## src/rtl/hex_ascii_encoder.sv

```systemverilog
// hex_ascii_encoder: streams a 4*NDIGITS-bit word out as uppercase ASCII hex
// characters, most-significant nibble first, one character per tx handshake.
// Optional build macro: HEX_ASCII_CRLF_EN appends CR (8'h0D) and LF (8'h0A)
// after the last digit of every word.
module hex_ascii_encoder #(
  parameter int NDIGITS = 4
) (
  input  logic                 clk,
  input  logic                 rst_n,
  input  logic                 in_valid,
  output logic                 in_ready,
  input  logic [4*NDIGITS-1:0] in_data,
  output logic                 tx_valid,
  input  logic                 tx_ready,
  output logic [7:0]           tx_data,
  output logic                 busy
);

  localparam int W  = 4 * NDIGITS;
  localparam int CW = (NDIGITS > 1) ? $clog2(NDIGITS) : 1;

`ifdef HEX_ASCII_CRLF_EN
  typedef enum logic [1:0] {S_IDLE, S_DIGIT, S_CR, S_LF} state_t;
`else
  typedef enum logic [1:0] {S_IDLE, S_DIGIT} state_t;
`endif

  state_t          state_q, state_d;
  logic [CW-1:0]   cnt_q, cnt_d;
  logic [W-1:0]    shift_q, shift_d;
  logic [7:0]      tx_data_q, tx_data_d;
  logic [W-1:0]    shifted;

  // Every nibble value has a character: 0-9 then A-F.
  function automatic logic [7:0] enc_nib(input logic [3:0] n);
    if (n < 4'd10) begin
      return 8'h30 + {4'h0, n};
    end
    return 8'h37 + {4'h0, n};
  endfunction

  // Character valid is simply "not idle"; it therefore falls with reset.
  assign in_ready = (state_q == S_IDLE);
  assign busy     = (state_q != S_IDLE);
  assign tx_valid = busy;
  assign tx_data  = tx_data_q;

  // Next-state, next-character and shift/counter update.
  always_comb begin
    state_d   = state_q;
    cnt_d     = cnt_q;
    shift_d   = shift_q;
    tx_data_d = tx_data_q;
    shifted   = shift_q << 4;
    case (state_q)
      S_IDLE: begin
        if (in_valid) begin
          shift_d   = in_data;
          cnt_d     = CW'(NDIGITS - 1);
          tx_data_d = enc_nib(in_data[W-1 -: 4]);
          state_d   = S_DIGIT;
        end
      end
      S_DIGIT: begin
        if (tx_ready) begin
          if (cnt_q != '0) begin
            // Next character is loaded on the same edge as the handshake.
            cnt_d     = cnt_q - CW'(1);
            shift_d   = shifted;
            tx_data_d = enc_nib(shifted[W-1 -: 4]);
          end else begin
`ifdef HEX_ASCII_CRLF_EN
            tx_data_d = 8'h0D;
            state_d   = S_CR;
`else
            state_d   = S_IDLE;
`endif
          end
        end
      end
`ifdef HEX_ASCII_CRLF_EN
      S_CR: begin
        if (tx_ready) begin
          tx_data_d = 8'h0A;
          state_d   = S_LF;
        end
      end
      S_LF: begin
        if (tx_ready) begin
          state_d = S_IDLE;
        end
      end
`endif
      default: begin
        state_d = S_IDLE;
      end
    endcase
  end

  // State, counter, shift register and output character registers.
  always_ff @(posedge clk or negedge rst_n) begin
    if (!rst_n) begin
      state_q   <= S_IDLE;
      cnt_q     <= '0;
      shift_q   <= '0;
      tx_data_q <= 8'h00;
    end else begin
      state_q   <= state_d;
      cnt_q     <= cnt_d;
      shift_q   <= shift_d;
      tx_data_q <= tx_data_d;
    end
  end

endmodule

```

## config.mk

```make
export PLATFORM = sky130hd
export DESIGN_NAME = hex_ascii_encoder
export DESIGN_NICKNAME = d
export VERILOG_FILES = /design/src/rtl/hex_ascii_encoder.sv
export SDC_FILE = /design/constraint.sdc
export NUM_CORES = 1
export LEC_CHECK = 0
export BUFFER_PORTS_ARGS = -buffer_cell sky130_fd_sc_hd__buf_4
export CORE_MARGIN = 10
export CORE_UTILIZATION = 25
export DETAILED_ROUTE_END_ITERATION = 12
export MAX_ROUTING_LAYER = met4
export PLACE_DENSITY_LB_ADDON = 0.08
export SYNTH_ARGS = -nofsm -noshare
export SYNTH_HDL_FRONTEND = slang
export SYNTH_SLANG_ARGS = --single-unit
```

## constraint.sdc

```tcl
create_clock -name clk -period 5.38 [get_ports clk]
set_clock_uncertainty 0.2 [all_clocks]
set_input_delay 1.076 -clock clk [delete_from_list [all_inputs] [get_ports clk]]
set_output_delay 1.076 -clock clk [all_outputs]
set_load 0.05 [all_outputs]
```

---- Word-level counts from Yosys, hierarchy flattened ----
Cells that the tools add are included.
storage, ports and cells
  bits in registers ....................... 24
  latch bits .............................. 0
  bits in writable memories ............... 0
  ROM bits ................................ 0
  word-level logic and storage cells ...... 49
  memories kept ........................... 0
cells by class
  add/sub/neg operators ................... 5
  multiply operators ...................... 0
  div/mod/pow operators ................... 0
  $lt $le $gt $ge ......................... 2
  equal/unequal tests ..................... 5
  shift-type cells ........................ 0
  muxes and demuxes ....................... 27
  bitwise gates (word level) .............. 0
  reductions and logical operators ........ 6
operators by type and width
  cell                                                                number
  8-bit 2-to-1 mux                                                    7
  12-bit 2-to-1 mux                                                   3
  6-bit by 4-bit adder with 7-bit output, first input constant        4
  12-bit case mux with 2 select lines                                 1
  8-bit case mux with 2 select lines                                  1
  2-bit 2-to-1 mux                                                    6
  4-bit less-than comparator, second input constant                   2
  2-bit inequality test, second input constant                        4
  2-bit case mux with 2 select lines                                  2
  1-bit 2-to-1 mux                                                    7
  2-bit nonzero test                                                  3
  4-bit AND reduction                                                 1
  3-bit AND reduction                                                 1
  2-bit by 1-bit == test with 1-bit output, second input constant     1
  2-bit zero test                                                     1
  2-bit by 1-bit subtractor with 2-bit output, second input constant  1

---- Depth between registers and ports, before layout ----
Gate-level depths: netlist of the first run.
  word-level depth ........................ 9
  gate-level depth with buffers ........... 7
  depth with buffers taken out ............ 6

---- Worst setup path before layout of the first run ----
No wires, ideal clock.
  path kind ............................... register -> output
  from .................................... register state_q[0]
  to ...................................... output port in_ready
  arrival time ............................ 1156 ps
  path slack .............................. 2948 ps
  stages on the path, launching flop included .. 2
  cell sequence ........................... dfrtp_1 inv_1
on the way
  word-level cells in the longest chain between the ends .. 1
ends and longest elaborated chain
  element                 line  text
  from (decl)             28    state_t state_q, state_d;
  from (signal assigned)  108   state_q <= state_d;
  2-bit zero test         43    assign in_ready = (state_q == S_IDLE);
  to (decl)               11    output logic in_ready,
Every way passes these cells.

---- Final worst setup path of the first run ----
  from .................................... register state_q[0]
  to ...................................... output port tx_valid
on the way
  word-level cells in the longest chain between the ends .. 1
ends and longest elaborated chain
  element             line  text
  2-bit nonzero test  44    assign busy = (state_q != S_IDLE);
  to (decl)           13    output logic tx_valid,
Every way passes these cells.

==> results.json, run 1 <==
{
  "outcome": "completed",
  "fin_nets": 172,
  "cts_hold_buf": 0,
  "relSlewSlack_pct": 16.2,
  "finalWorstPathRequiredPeriod_ns": 2.78,
  "syn_area_sq_um": 1170,
  "syn_inst": 121,
  "drt_iter0_markers": 44,
  "portBuffers": 29,
  "crit_type": "flip-flop to primary output",
  "grt_pass1_vias": 1009,
  "track_usage_pct": 8.06,
  "overflow": 0,
  "clock_path_buffers": 2,
  "clock.fmax_mhz": 360,
  "ant_nets": 0,
  "finalInstanceArea_sq_um": 1470,
  "antenna_found_initial": 0,
  "ys_seq_area_share_pct": 47.0,
  "post-place-cells": 196,
  "setup-tns-final_ns": 0,
  "routed_wl_mm": 2.87,
  "final_common_cell": "buf_4",
  "worstHoldPathType": "flip-flop to flip-flop",
  "final_cells": 200,
  "wl_per_cell_um": 14.3,
  "first_pass_iters": 4,
  "clk_latency_ns": 0.26,
  "max_cap_violations": 0,
  "cts_tree": "built",
  "r2r_slack_ns": 2.79,
  "tightest_slew_ns": 1.26,
  "cts_resized": 0,
  "num_antenna_cells": 0,
  "cts_htree_levels": 1,
  "ys_types": 34,
  "cts.root.buffer_cell": "clkbuf_8",
  "critPathMaxFanout": 17,
  "yosysWarningCount": 0,
  "layout-drive-gt1-share_pct": 26.4,
  "num-fill-cells": 487,
  "drc_errors": 0,
  "placementRows": 24,
  "ys_ff_latch": 22,
  "grt_pass1_wl_mm": 4.83,
  "syn_area_per_cell_sq_um": 9.68,
  "vias": 920,
  "place_area_sq_um": 1420,
  "required_ns": 4.10,
  "syn2layout_area_growth_pct": 25.5,
  "end_kind": "primary output",
  "cellLeakagePower_nw": 0.736,
  "clkSinkCount": 22,
  "final_cell_mix": "30 x buf_4, 22 x dfrtp_1, 18 x nand2_1, 13 x o21ai_0, 10 x mux2i_1",
  "start_util_pct": 26.4,
  "synth_nets": 144,
  "startpoint_type": "flip-flop",
  "rsz0062_at_grt": "no",
  "gp_congestion": 0.731,
  "dieHeight_um": 88.4,
  "hold_viol": 0,
  "worstPathArrival_ns": 1.50,
  "final-setup-viol-count": 0,
  "drv_slew": 0,
  "die_w_um": 88.4,
  "fp.coreArea_sq_um": 4440,
  "power.density_nw_per_um2": 540,
  "cts_buffers": 3,
  "dpl.hpwl_mm": 2.16,
  "viasPerCell": 4.60,
  "num_io_pins": 31,
  "dieArea_sq_um": 7820,
  "cts_setup_buffers": 0,
  "fin_crit_sh_pct": 51.7,
  "ir_drop_mv": 0.129,
  "grt_start_max_net_pins": 33,
  "clk_pin_slew_worst_paths_ns": 0.09
}
[power breakdown]
part	switching, mW	total [mW]	internal (mW)
sequential	0.0500	0.275	0.225
clock	0.0554	0.121	0.0652
combinational	0.254	0.398	0.144
total	0.359	0.794	0.435
[routing by layer]
layer | up-vias | GRT usage, % | wire (um)
met1 | 420 | 10.2 | 1470
met4 | 0 | 3.38 | 52
met5 | - | - | 0
met2 | 24 | 11.5 | 1130
li1 | 472 | - | -
met3 | 4 | 2.67 | 219
[synth_stat cells]
master     n  area [sq um]
xnor2_1    3          26.3
mux2_1     1          11.3
dfrtp_1   22           551
inv_1      8          30.0
o21ai_0   13          65.1
buf_4      2          15.0
nor2_1     2          7.51
or3_1      1          6.26
nand2_1   18          67.6
ha_1       3          37.5
and4b_1    1          10.0
nor2b_1    3          18.8
a21oi_1    6          30.0
a21o_1     1          7.51
a22o_1     2          17.5
nor2b_2    1          8.76
inv_2      1          3.75
mux2_2     1          11.3
mux2i_1   10           100
a211oi_1   3          22.5
nand2_2    1          6.26
a21boi_0   1          7.51
a31oi_1    1          6.26
o211ai_1   1          7.51
nand3_1    2          10.0
nor3_1     2          10.0
buf_6      1          11.3
conb_1     1          3.75
a32oi_1    1          8.76
a21oi_2    1          8.76
and2b_1    1          7.51
buf_2      4          20.0
nand3b_1   1          7.51
a311oi_1   1          8.76
[sequential cells by signal, summed over array words and instances, names as in the netlist]
name	count
tx_data	7
shift_q	12
state_q	1
cnt_q	2
[worst paths after layout]
| path | from | end | depth (start not counted) |
|---|---|---|---|
| min in group asynchronous | rst_n | shift_q[3]$_DFFE_PN0P_ | 1 |
| hold / removal | tx_data[4]$_DFFE_PN0P_ | tx_data[4]$_DFFE_PN0P_ | 2 |
| setup reg to reg | state_q[0]$_DFFE_PN0P_ | tx_data[6]$_DFFE_PN0P_ | 4 |
| max in group asynchronous | rst_n | shift_q[10]$_DFFE_PN0P_ | 1 |
| setup / recovery | state_q[0]$_DFFE_PN0P_ | tx_valid | 2 |
| hold reg to reg | tx_data[4]$_DFFE_PN0P_ | tx_data[4]$_DFFE_PN0P_ | 2 |
[stage by stage]
step / hold slack, ns / total power [mW] / worst slack [ns] / utilization (%)
detailed placement: 0.263 / 0.685 / 2.34 / 31.8
floorplan: 0.238 / 0.577 / 2.95 / -
global placement: 0.258 / 0.680 / 2.37 / 31.8
finish: 0.282 / 0.794 / 2.60 / 33.1
CTS: 0.285 / 0.808 / 2.55 / 33.1
global route: 0.327 / 0.860 / 2.46 / 33.1
[area by class of cell]
class	instances	area [sq um]	area share, %
Clock buffer	4	55.1	3.74
Timing Repair Buffer	30	225	15.3
Sequential cell	22	551	37.4
Inverter	9	33.8	2.30
Tap cell	52	65.1	4.43
Multi-Input combinational cell	83	541	36.8
[worst max-delay path, cell delays in order (launching register included)]
cell and delay (ns):
dfrtp_1 0.67, buf_4 0.33, buf_4 0.24
[cells by family (layout without fill, tap and decap cells)]
logic type | count (synthesis) | in the layout | synth area share [%]
and+or+nand+nor | 33 | 33 | 13.7
AOI/OAI and AO/OA | 31 | 31 | 16.2
DFF | 22 | 22 | 47.0
buffers and inverters | 16 | 43 | 6.84
muxes | 12 | 12 | 10.5
adders and majority gates | 3 | 3 | 3.21
xor gates and xnor gates | 3 | 3 | 2.24
other | 1 | 1 | 0.320
Power figures use the tool's default switching activity.
==> inputs of run 2 (changes only) <==
==> constraint.sdc (replaced) <==
create_clock -name clk -period 2.9 [get_ports clk]
set_clock_uncertainty 0.2 [all_clocks]
set_input_delay 0.58 -clock clk [delete_from_list [all_inputs] [get_ports clk]]
set_output_delay 0.58 -clock clk [all_outputs]
set_load 0.05 [all_outputs]
==> run 2 against run 1 <==
First-iteration DRC count decreased by 6.8%. Setup slack got worse by 2.0 ns. Clock power increased by 140%. The run now ends with hold timing left. Total power increased by 95%. Largest cell class unchanged. Largest power group unchanged. Highest routed layer unchanged.
==> results.json, run 2 (synthesis results as in run 1) <==
{
  "cts_resized": 0,
  "clk_latency_ns": 0.27,
  "setup-tns-final_ns": 0,
  "vias": 902,
  "cts_hold_buf": 0,
  "placementRows": 24,
  "wl_per_cell_um": 14.1,
  "violations": "hold timing",
  "reg2reg_to": "shift_q[11]$_DFFE_PN0P_",
  "grt_start_max_net_pins": 23,
  "drv_slew": 0,
  "ff2ff_path_depth": 5,
  "post-place-cells": 197,
  "num_antenna_cells": 0,
  "first_pass_iters": 3,
  "dpl.hpwl_mm": 2.21,
  "portBuffers": 29,
  "cts.root.buffer_cell": "clkbuf_8",
  "final-setup-viol-count": 0,
  "r2r-start": "state_q[0]$_DFFE_PN0P_",
  "r2r_slack_ns": 0.73,
  "routed_wl_mm": 2.83,
  "start_util_pct": 26.4,
  "final_cells": 201,
  "tightest_slew_ns": 0.671,
  "clock.fmax_mhz": 426,
  "finalWorstPathRequiredPeriod_ns": 2.35,
  "ir_drop_mv": 0.282,
  "syn2layout_area_growth_pct": 27.6,
  "cts_buffers": 3,
  "cts_htree_levels": 1,
  "required_ns": 2.12,
  "top_register": "shift_q",
  "overflow": 0,
  "viasPerCell": 4.49,
  "clkSinkCount": 22,
  "die_w_um": 88.4,
  "largest_reg_flops": 12,
  "drt_iter0_markers": 41,
  "drc_errors": 0,
  "fin_nets": 173,
  "whs_ns": -0.00917,
  "fp.coreArea_sq_um": 4440,
  "cts_setup_buffers": 0,
  "dieArea_sq_um": 7820,
  "outcome": "finished with violations",
  "final_cell_mix": "31 x buf_4, 22 x dfrtp_1, 18 x nand2_1, 13 x o21ai_0, 10 x mux2i_1",
  "worstPathArrival_ns": 1.57,
  "power.density_nw_per_um2": 1030,
  "track_usage_pct": 7.90,
  "hold_viol": 20,
  "rsz0062_at_grt": "no",
  "final_core_util_pct": 33.6,
  "grt_pass1_wl_mm": 4.70,
  "num-fill-cells": 479,
  "antenna_found_initial": 0,
  "startpoint_type": "flip-flop",
  "clock_path_buffers": 2,
  "critPathMaxFanout": 15,
  "dieHeight_um": 88.4,
  "layout-drive-gt1-share_pct": 26.8,
  "fin_crit_sh_pct": 80.9,
  "grt_pass1_vias": 952,
  "max_cap_violations": 0,
  "relSlewSlack_pct": 55.2,
  "cts_tree": "built",
  "clk_pin_slew_worst_paths_ns": 0.09,
  "num_io_pins": 31,
  "gp_congestion": 0.764,
  "worstHoldPathType": "primary input to asynchronous set/reset pin",
  "ant_nets": 0,
  "final_common_cell": "buf_4",
  "cellLeakagePower_nw": 0.747,
  "crit_type": "flip-flop to primary output",
  "end_kind": "primary output"
}
[run 2: how the worst max path moves through the flow]
stage | startpoint | endpoint | slack, ns
detailed placement | in_valid | tx_data[3]$_DFFE_PN0P_ | 0.67
floorplan | state_q[0]$_DFFE_PN0P_ | tx_data[0]$_DFFE_PN0P_ | 0.94
finish | state_q[0]$_DFFE_PN0P_ | in_ready | 0.55
CTS | state_q[0]$_DFFE_PN0P_ | in_ready | 0.51
global route | state_q[0]$_DFFE_PN0P_ | in_ready | 0.41
global placement | in_valid | shift_q[9]$_DFFE_PN0P_ | 0.69
[run 2: cell type report]
cell class,count,area (sq um),share of cell area [%]
flip-flops and latches,22,551,36.9
multi-input cells,83,541,36.2
repair buffers,31,233,15.6
well taps,52,65.1,4.36
clock buffers,3,41.3,2.76
inverters,9,33.8,2.26
clock inverters,1,30.0,2.01
[run 2: metal layers]
metal	share of wire [%]	vias up	wire, um	global-route usage (%)
li1	-	472	-	-
met1	50	402	1420	10.1
met2	41	24	1170	11.6
met3	7.3	4	207	2.67
met4	1.0	0	29	2.20
met5	0	-	0	-
[run 2: critical path, stage by stage, from the launching register on]
cell and delay, ns:
dfrtp_1 0.72, inv_1 0.30, buf_4 0.27
[run 2: report_power, final]
group / switching [mW] / total (mW) / internal, mW
Clock: 0.107 / 0.291 / 0.185
Sequential: 0.0979 / 0.515 / 0.418
Combinational: 0.464 / 0.739 / 0.275
[run 2: stage by stage]
step	instance area [sq um]	power (mW)	hold slack, ns	setup slack [ns]
finish	1490	1.55	-0.00917	0.554
global route	1490	1.67	0.00393	0.410
CTS	1490	1.57	0.000104	0.505
detailed placement	1420	1.28	0.262	0.673
global placement	1420	1.27	0.263	0.686
floorplan	1170	1.07	0.0844	0.936
==> inputs of run 3 (changes only) <==
==> constraint.sdc (replaced) <==
create_clock -name clk -period 2.46 [get_ports clk]
set_clock_uncertainty 0.2 [all_clocks]
set_input_delay 0.492 -clock clk [delete_from_list [all_inputs] [get_ports clk]]
set_output_delay 0.492 -clock clk [all_outputs]
set_load 0.05 [all_outputs]
==> run 3 against run 2 <==
The run now ends clean. Combinational power is 20% higher. Clock-buffer cell count stayed put. Sequential cell count stayed put. Sequential share of layout area is 0.43 points lower. Cell count is 1.0% higher. Total power is 19% higher. Via count is 2.8% higher. Hold slack better by 0.22 ns. Register-to-register slack worse by 0.25 ns. Sequential power is 17% higher. Critical endpoint unchanged.
==> results.json, run 3 (synthesis results as in run 1) <==
{
  "fin_nets": 175,
  "drt_iter0_markers": 29,
  "top_register": "shift_q",
  "power.density_nw_per_um2": 1210,
  "clock_path_buffers": 2,
  "final-setup-viol-count": 0,
  "cts_buffers": 3,
  "fin_crit_sh_pct": 89.1,
  "num_io_pins": 31,
  "tightest_slew_ns": 0.505,
  "layout-drive-gt1-share_pct": 27.2,
  "cp_top_family": "flip-flops",
  "ir_drop_mv": 0.291,
  "cp.buffers_inverters": 2,
  "whs_ns": 0.209,
  "end_kind": "primary output",
  "max_stage_delay_ns": 0.67,
  "setup_ws_ns": 0.268,
  "grt_start_max_net_pins": 25,
  "combPwrFrac_pct": 48.6,
  "crit_type": "flip-flop to primary output",
  "fp.coreArea_sq_um": 4440,
  "setup-tns-final_ns": 0,
  "antenna_found_initial": 0,
  "critPathMaxFanout": 10,
  "start_util_pct": 26.4,
  "dieArea_sq_um": 7820,
  "cts.root.buffer_cell": "clkbuf_8",
  "dpl.hpwl_mm": 2.25,
  "ant_nets": 0,
  "max_cap_violations": 0,
  "grt_pass1_wl_mm": 4.89,
  "cts_resized": 0,
  "hold_viol": 0,
  "dieHeight_um": 88.4,
  "worstPathArrival_ns": 1.50,
  "portBuffers": 29,
  "rsz0062_at_grt": "no",
  "drc_errors": 0,
  "placementRows": 24,
  "cts_htree_levels": 1,
  "die_w_um": 88.4,
  "required_ns": 1.77,
  "clock.fmax_mhz": 456,
  "final_core_util_pct": 34.0,
  "p_seq_share_pct": 33.0,
  "gp_congestion": 0.742,
  "p_sw_share_pct": 43.1,
  "viasPerCell": 4.57,
  "place_ws_ns": 0.481,
  "p_int_mw": 1.04,
  "startpoint_type": "flip-flop",
  "largest_reg_flops": 12,
  "track_usage_pct": 8.16,
  "wl_per_cell_um": 14.3,
  "syn2layout_area_growth_pct": 29.1,
  "cellLeakagePower_nw": 0.756,
  "slowest_stage": "dfrtp_1",
  "grt_pass1_vias": 994,
  "outcome": "completed",
  "final_common_cell": "buf_4",
  "routed_wl_mm": 2.91,
  "first_pass_iters": 2,
  "power.share.clock_pct": 18.5,
  "cts_tree": "built",
  "clkSinkCount": 22,
  "relSlewSlack_pct": 66.3,
  "num_antenna_cells": 0,
  "overflow": 0,
  "worstHoldPathType": "primary input to flip-flop",
  "final_cell_mix": "32 x buf_4, 22 x dfrtp_1, 18 x nand2_1, 13 x o21ai_0, 10 x mux2i_1",
  "clk_pin_slew_worst_paths_ns": 0.09,
  "crit_chain": "inv_1, buf_4",
  "drv_slew": 0,
  "p_switching_uw": 790,
  "vias": 927,
  "finalWorstPathRequiredPeriod_ns": 2.19,
  "clk_latency_ns": 0.26
}
run 3: cell types whose count changed in the layout (fill, tap and decap cells not counted), sizes merged:
cell         delta
buf             +1
dlygate4sd3     +1
run 3: repair_timing:
| item | 4_1_cts | 5_1_grt |
|---|---|---|
| setup buffers | 0 | 0 |
| setup endpoints to repair | 0 | 0 |
| hold buffers | 1 | 0 |
| endpoints found under the hold margin | 22 | 0 |
run 3: stage by stage:
step	power, mW	cells	instance area (sq um)
floorplan	1.26	121	1170
global placement	1.51	198	1430
CTS	1.87	203	1510
global route	1.99	203	1510
detailed placement	1.52	198	1430
finish	1.83	203	1510
run 3: layout make-up:
| class | count | area [sq um] |
|---|---|---|
| clock buffer | 3 | 41.3 |
| clock inverter | 1 | 30.0 |
| fill | 473 | 2930 |
| inverter | 9 | 33.8 |
| multi-input combinational | 83 | 541 |
| sequential | 22 | 551 |
| tap | 52 | 65.1 |
| timing repair buffer | 33 | 250 |
run 3: path summary, 6_finish.rpt:
check | startpoint | endpoint | slack [ns] | cells past startpoint
worst max-delay path | state_q[0]$_DFFE_PN0P_ | in_ready | 0.27 | 2
worst min-delay path | tx_ready | state_q[0]$_DFFE_PN0P_ | 0.21 | 2
worst max register to register | cnt_q[0]$_DFFE_PN0P_ | tx_data[3]$_DFFE_PN0P_ | 0.48 | 6
worst min register to register | shift_q[0]$_DFFE_PN0P_ | shift_q[0]$_DFFE_PN0P_ | 0.27 | 2
max in group asynchronous | rst_n | shift_q[10]$_DFFE_PN0P_ | 1.36 | 2
min in group asynchronous | rst_n | tx_data[2]$_DFFE_PN0P_ | 0.46 | 2
run 3: per-layer routing:
metal / GRT usage (%) / share of wire [%] / wire length (um) / vias up
met5: - / 0 / 0 / -
met4: 2.64 / 0.69 / 20 / 0
met3: 3.13 / 8.1 / 235 / 2
met2: 12.1 / 42 / 1230 / 22
met1: 9.98 / 49 / 1420 / 428
li1: - / - / - / 475
run 3: power groups by stage:
stage | Combinational [mW] | Sequential, mW | Clock [mW]
2_1_floorplan | 0.489 | 0.773 | 0
3_3_place_gp | 0.897 | 0.611 | 0
3_5_place_dp | 0.907 | 0.617 | 0
4_1_cts | 0.909 | 0.609 | 0.354
5_1_grt | 0.988 | 0.629 | 0.372
6_report | 0.889 | 0.604 | 0.338
